`config.mk`:
```
export PLATFORM = sky130hd
export DESIGN_NAME = coin_acceptor
export DESIGN_NICKNAME = d
export VERILOG_FILES = /design/src/rtl/coin_acceptor.sv
export SDC_FILE = /design/constraint.sdc
export NUM_CORES = 1
export LEC_CHECK = 0
export BUFFER_PORTS_ARGS = -buffer_cell sky130_fd_sc_hd__buf_2
export CAP_MARGIN = 40
export CELL_PAD_IN_SITES_DETAIL_PLACEMENT = 1
export CELL_PAD_IN_SITES_GLOBAL_PLACEMENT = 1
export CORE_MARGIN = 3
export CORE_UTILIZATION = 51
export CTS_BUF_LIST = sky130_fd_sc_hd__clkbuf_4 sky130_fd_sc_hd__clkbuf_8 sky130_fd_sc_hd__clkbuf_16
export DETAILED_ROUTE_END_ITERATION = 6
export GPL_ROUTABILITY_DRIVEN = 0
export PLACE_DENSITY = 0.8
export SYNTH_ARGS = -nofsm -noshare
export SYNTH_HDL_FRONTEND = slang
export SYNTH_SLANG_ARGS = --single-unit
```
`constraint.sdc`:
```
create_clock -name clk -period 3.42 [get_ports clk]
set_input_delay 0.171 -clock clk [delete_from_list [all_inputs] [get_ports clk]]
set_output_delay 0.171 -clock clk [all_outputs]
set_load 0.02 [all_outputs]
```
`src/rtl/coin_acceptor.sv`:
```
// ============================================================================
// coin_acceptor : synchronise, debounce and classify three coin-slot sensors
// Revision      : 1.0
// ============================================================================
`default_nettype none

module coin_acceptor #(
  parameter int DEBOUNCE_CYCLES = 4,
  parameter int STUCK_CYCLES    = 1024
) (
  input  logic clk,
  input  logic reset,
  input  logic nickel_sense,
  input  logic dime_sense,
  input  logic quarter_sense,
  input  logic inhibit,
  output logic nickel_in,
  output logic dime_in,
  output logic quarter_in,
  output logic coin_reject,
  output logic busy,
  output logic fault
);

  localparam logic [7:0]  C_DEB_LAST   = 8'(DEBOUNCE_CYCLES - 1);
  localparam logic [15:0] C_STUCK_LAST = 16'(STUCK_CYCLES - 1);

  typedef enum logic [2:0] {
    IDLE       = 3'd0,
    QUALIFY    = 3'd1,
    ACCEPT     = 3'd2,
    REJECT     = 3'd3,
    WAIT_CLEAR = 3'd4
  } state_t;

  state_t      r_state;
  logic [2:0]  r_sync1;
  logic [2:0]  r_sync2;
  logic [2:0]  r_coin;
  logic [7:0]  r_cnt;
  logic [7:0]  r_clr_cnt;
  logic [15:0] r_stuck_cnt;
  logic [2:0]  w_s;
  logic        w_onehot;

  assign w_s      = r_sync2;
  assign w_onehot = (w_s == 3'b001) || (w_s == 3'b010) || (w_s == 3'b100);

  always_ff @(posedge clk or posedge reset) begin
    if (reset) begin
      r_sync1 <= 3'b000;
      r_sync2 <= 3'b000;
    end else begin
      r_sync1 <= {quarter_sense, dime_sense, nickel_sense};
      r_sync2 <= r_sync1;
    end
  end

  always_ff @(posedge clk or posedge reset) begin
    if (reset) begin
      r_state     <= IDLE;
      r_coin      <= 3'b000;
      r_cnt       <= 8'd0;
      r_clr_cnt   <= 8'd0;
      r_stuck_cnt <= 16'd0;
      nickel_in   <= 1'b0;
      dime_in     <= 1'b0;
      quarter_in  <= 1'b0;
      coin_reject <= 1'b0;
      busy        <= 1'b0;
      fault       <= 1'b0;
    end else begin
      nickel_in   <= 1'b0;
      dime_in     <= 1'b0;
      quarter_in  <= 1'b0;
      coin_reject <= 1'b0;
      case (r_state)
        IDLE: begin
          if (w_s != 3'b000) begin
            busy <= 1'b1;
            if (w_onehot) begin
              r_coin  <= w_s;
              r_cnt   <= 8'd1;
              r_state <= QUALIFY;
            end else begin
              r_state <= REJECT;
            end
          end
        end
        QUALIFY: begin
          if (w_s == r_coin) begin
            // inhibit only matters on the sample that completes qualification
            if (r_cnt >= C_DEB_LAST) begin
              r_state <= inhibit ? REJECT : ACCEPT;
            end else begin
              r_cnt <= r_cnt + 8'd1;
            end
          end else if (w_s == 3'b000) begin
            r_cnt   <= 8'd0;
            busy    <= 1'b0;
            r_state <= IDLE;
          end else begin
            r_state <= REJECT;
          end
        end
        ACCEPT: begin
          {quarter_in, dime_in, nickel_in} <= r_coin;
          r_cnt       <= 8'd0;
          r_clr_cnt   <= 8'd0;
          r_stuck_cnt <= 16'd0;
          r_state     <= WAIT_CLEAR;
        end
        REJECT: begin
          coin_reject <= 1'b1;
          r_cnt       <= 8'd0;
          r_clr_cnt   <= 8'd0;
          r_stuck_cnt <= 16'd0;
          r_state     <= WAIT_CLEAR;
        end
        WAIT_CLEAR: begin
          if (w_s == 3'b000) begin
            if (r_clr_cnt >= C_DEB_LAST) begin
              r_clr_cnt <= 8'd0;
              busy      <= 1'b0;
              r_state   <= IDLE;
            end else begin
              r_clr_cnt <= r_clr_cnt + 8'd1;
            end
          end else begin
            r_clr_cnt <= 8'd0;
            if (r_stuck_cnt != 16'hFFFF) begin
              r_stuck_cnt <= r_stuck_cnt + 16'd1;
            end
            // fault is sticky and purely informational
            if (r_stuck_cnt >= C_STUCK_LAST) begin
              fault <= 1'b1;
            end
          end
        end
        default: begin
          busy    <= 1'b0;
          r_state <= IDLE;
        end
      endcase
    end
  end

endmodule

`default_nettype wire

```
==> flow_summary.yaml <==
setup_path:
  ff2ff_path_depth: 5
  worstPathMaxFanout: 14
  critical_path.endpoint_type: "flip-flop"
  cp.arrival_ns: 2.74
  worstSetupPathType: "flip-flop to flip-flop"
  slowest_delay_ns: 0.61
  worst_setup_path_start_kind: "flip-flop"
  cp_cell_sequence: "or3b_1 -> or4b_4 -> or4_4 -> nand3_2 -> o21ai_2"
  required_ns: 3.61
  slowest_stage: "or4b_4"
cts:
  cts_tree: "yes"
  ctsHoldBuffers: 4
  cts_setup_buffers: 0
  cts.clk_slew.worst_paths_ns: 0.08
  numClockSinks: 50
  cts.repair.resized: 0
  max-clock-path-buffers: 2
  cts_buffers: 5
  insertion_delay_ns: 0.30
  h-tree-depth: 2
  cts_root_buf: "clkbuf_8"
synthesis:
  synthesis.nets: 259
  synthCells: 250
  async_reset_ff_share_pct: 100
  ys_ff_latch: 50
  yosysWarnings: 0
  yosys-top-cells-count: "dfrtp_1 (50), nand2_1 (24), nor2_1 (22)"
  ys_seq_area_share_pct: 51.1
  synthTopCellsByArea: "dfrtp_1 (51%), nand2_1 (3.7%), nor2_1 (3.4%)"
  synth_cell_types: 50
  yosysTopAreaCell: "dfrtp_1"
  synthFlopType: "dfrtp_1"
  synth_edf_count: 0
  synth_top_area_share_pct: 51.1
  yosysMostFrequentCell: "dfrtp_1"
  synth_area_per_cell_um2: 9.79
  synth_area_um2: 2450
routing:
  vias_per_cell: 6.16
  routed_wl_um: 5520
  drc: 0
  vias: 1940
  drt_first_iter_violations: 120
  antenna_left: 0
  drt_pass1_iterations: 4
  wl_per_cell_um: 17.5
pwr:
  p_int_mw: 1.05
  pwr-share-comb_pct: 31.0
  netSwitchingFraction_pct: 38.1
  p_leak_nw: 1.20
  peakVddDrop_mv: 0.278
  seqPwrFrac_pct: 49.2
  switchingPower_uw: 645
  power_density_nw_per_um2: 632
  pwr-share-clk_pct: 19.9
finish:
  antenna_cells: 0
  drive_gt1_share_pct: 11.0
  nNetsFinal: 272
  fillers: 509
  layoutNonFillerInstCount: 315
  syn_to_final_growth_pct: 9.51
  fin_util_pct: 59.5
timing:
  finalMaxSlewViolations: 0
  setup_violations: 0
  hold_viol: 0
  fin_ws_ns: 0.867
  rsz0062_at_grt: "false"
  period_needed_ns: 2.55
  final.period_utilization_pct: 74.7
  setup_tns_ns: 0
  slew_headroom_pct: 51.1
  max_freq_mhz: 392
  worst_pin_slew_ns: 0.727
  clock_skew_ns: 0.00746
global_route:
  grt_pass1_wl_um: 9430
  track_usage_pct: 21.7
  grt_overflow: 0
  grtUsageMet2_pct: 36.1
  grt.busiest_layer: "met2"
  grt_pass1_vias: 2012
  grt_use_met3_pct: 4.14
  grt_max_degree: 39
  met1_usage_pct: 28.8
  antenna_found_initial: 0
placed_design:
  place_hpwl_um: 3800
  io_buffers: 11
  dp_slack_ns: 0.894
  placed_cells: 304
run:
  maxCapViolCount: 0
die:
  core_um2: 4500
  initial_utilization_pct: 54.3
  die_w_um: 75.3
  dieArea_um2: 5670
  fp.dieH_um: 75.3
  num_rows: 24
  ioPinCount: 12
hold_path:
  hold_class: "input port to flip-flop"
  holdPathStages: 3
run_status:
  status: "finished clean"
final timing paths:
kind | start | to | slack [ns]
max in group asynchronous | reset | busy | 2.55
worst min-delay path | inhibit | r_state[0] | 0.30
worst min register to register | r_sync1[2] | r_sync2[2] | 0.35
min in group asynchronous | reset | r_stuck_cnt[3] | 0.38
worst max-delay path | r_state[2] | r_stuck_cnt[14] | 0.87
worst max register to register | r_state[2] | r_stuck_cnt[14] | 0.87
cell type report:
type                       instances  area (um^2)  share of cell area [%]
timing repair buffer              18          130                    4.86
sequential                        50         1250                    46.7
tap                               52         65.1                    2.43
inverter                           4         15.0                   0.560
multi-input combinational        184         1130                    42.3
clock buffer                       7         83.8                    3.13
state kept, by name (all words and copies together) (netlist names), 3 cells and up:
signal       flops
r_stuck_cnt     16
r_coin           3
r_sync2          3
r_clr_cnt        8
r_sync1          3
r_cnt            8
r_state          3
per-stage QoR:
stage / hold WS, ns / power [mW] / instance area, um^2
global route: 0.336 / 1.82 / 2680
detailed placement: 0.133 / 1.36 / 2560
global placement: 0.280 / 1.34 / 2540
floorplan: 0.202 / 1.21 / 2450
finish: 0.302 / 1.69 / 2680
CTS: 0.296 / 1.71 / 2680
power by group through the flow:
stage / registers (mW) / clock network, mW / logic, mW
after floorplan: 0.771 / 0 / 0.435
final: 0.833 / 0.336 / 0.525
after global routing: 0.856 / 0.369 / 0.593
after global placement: 0.837 / 0 / 0.502
after detailed placement: 0.843 / 0 / 0.521
after CTS: 0.831 / 0.348 / 0.529
per-layer routing:
metal	vias up	share of wire, %
li1	937	-
met1	965	47
met2	26	49
met3	12	2.4
met4	0	2.0
met5	-	0
worst max-delay path: cells and delay by family, from the launching register on:
family	cells	cell delay (ns)
simple gates	4	1.77
flops	1	0.59
compound gates	1	0.07
kinds of logic after synthesis:
kind of cell               count (synthesis)  synth area share, %
and+or+nand+nor                          112                 24.5
muxes                                      2                0.818
buffers and inverters                     16                 2.50
AOI/OAI and AO/OA                         57                 16.0
adders and majority gates                  3                 1.53
DFF                                       50                 51.1
xor gates and xnor gates                  10                 3.58
cells in the final DEF, fill, tap and decap left out, types with 2 or more instances in the layout:
| cell | n |
|---|---|
| a2111oi_0 | 2 |
| nand2_1 | 24 |
| a31oi_1 | 2 |
| o21ai_0 | 9 |
| nor2_1 | 22 |
| nor3_1 | 8 |
| clkbuf_8 | 5 |
| a211oi_1 | 3 |
| o211ai_1 | 3 |
| buf_4 | 2 |
| a221oi_1 | 2 |
| buf_2 | 11 |
| nor3b_1 | 5 |
| dfrtp_1 | 50 |
| dlygate4sd3_1 | 4 |
| and3_1 | 6 |
| mux2i_1 | 2 |
| nand3_1 | 11 |
| xor2_1 | 3 |
| clkbuf_4 | 2 |
| o31ai_1 | 7 |
| a21o_1 | 2 |
| a21oi_1 | 14 |
| or2_2 | 3 |
| or4_1 | 4 |
| a2bb2oi_1 | 2 |
| nand4_1 | 3 |
| nor2b_1 | 10 |
| nor4_1 | 6 |
| inv_1 | 3 |
| xnor2_1 | 7 |
| ha_1 | 3 |
Power figures use the tool's default switching activity.
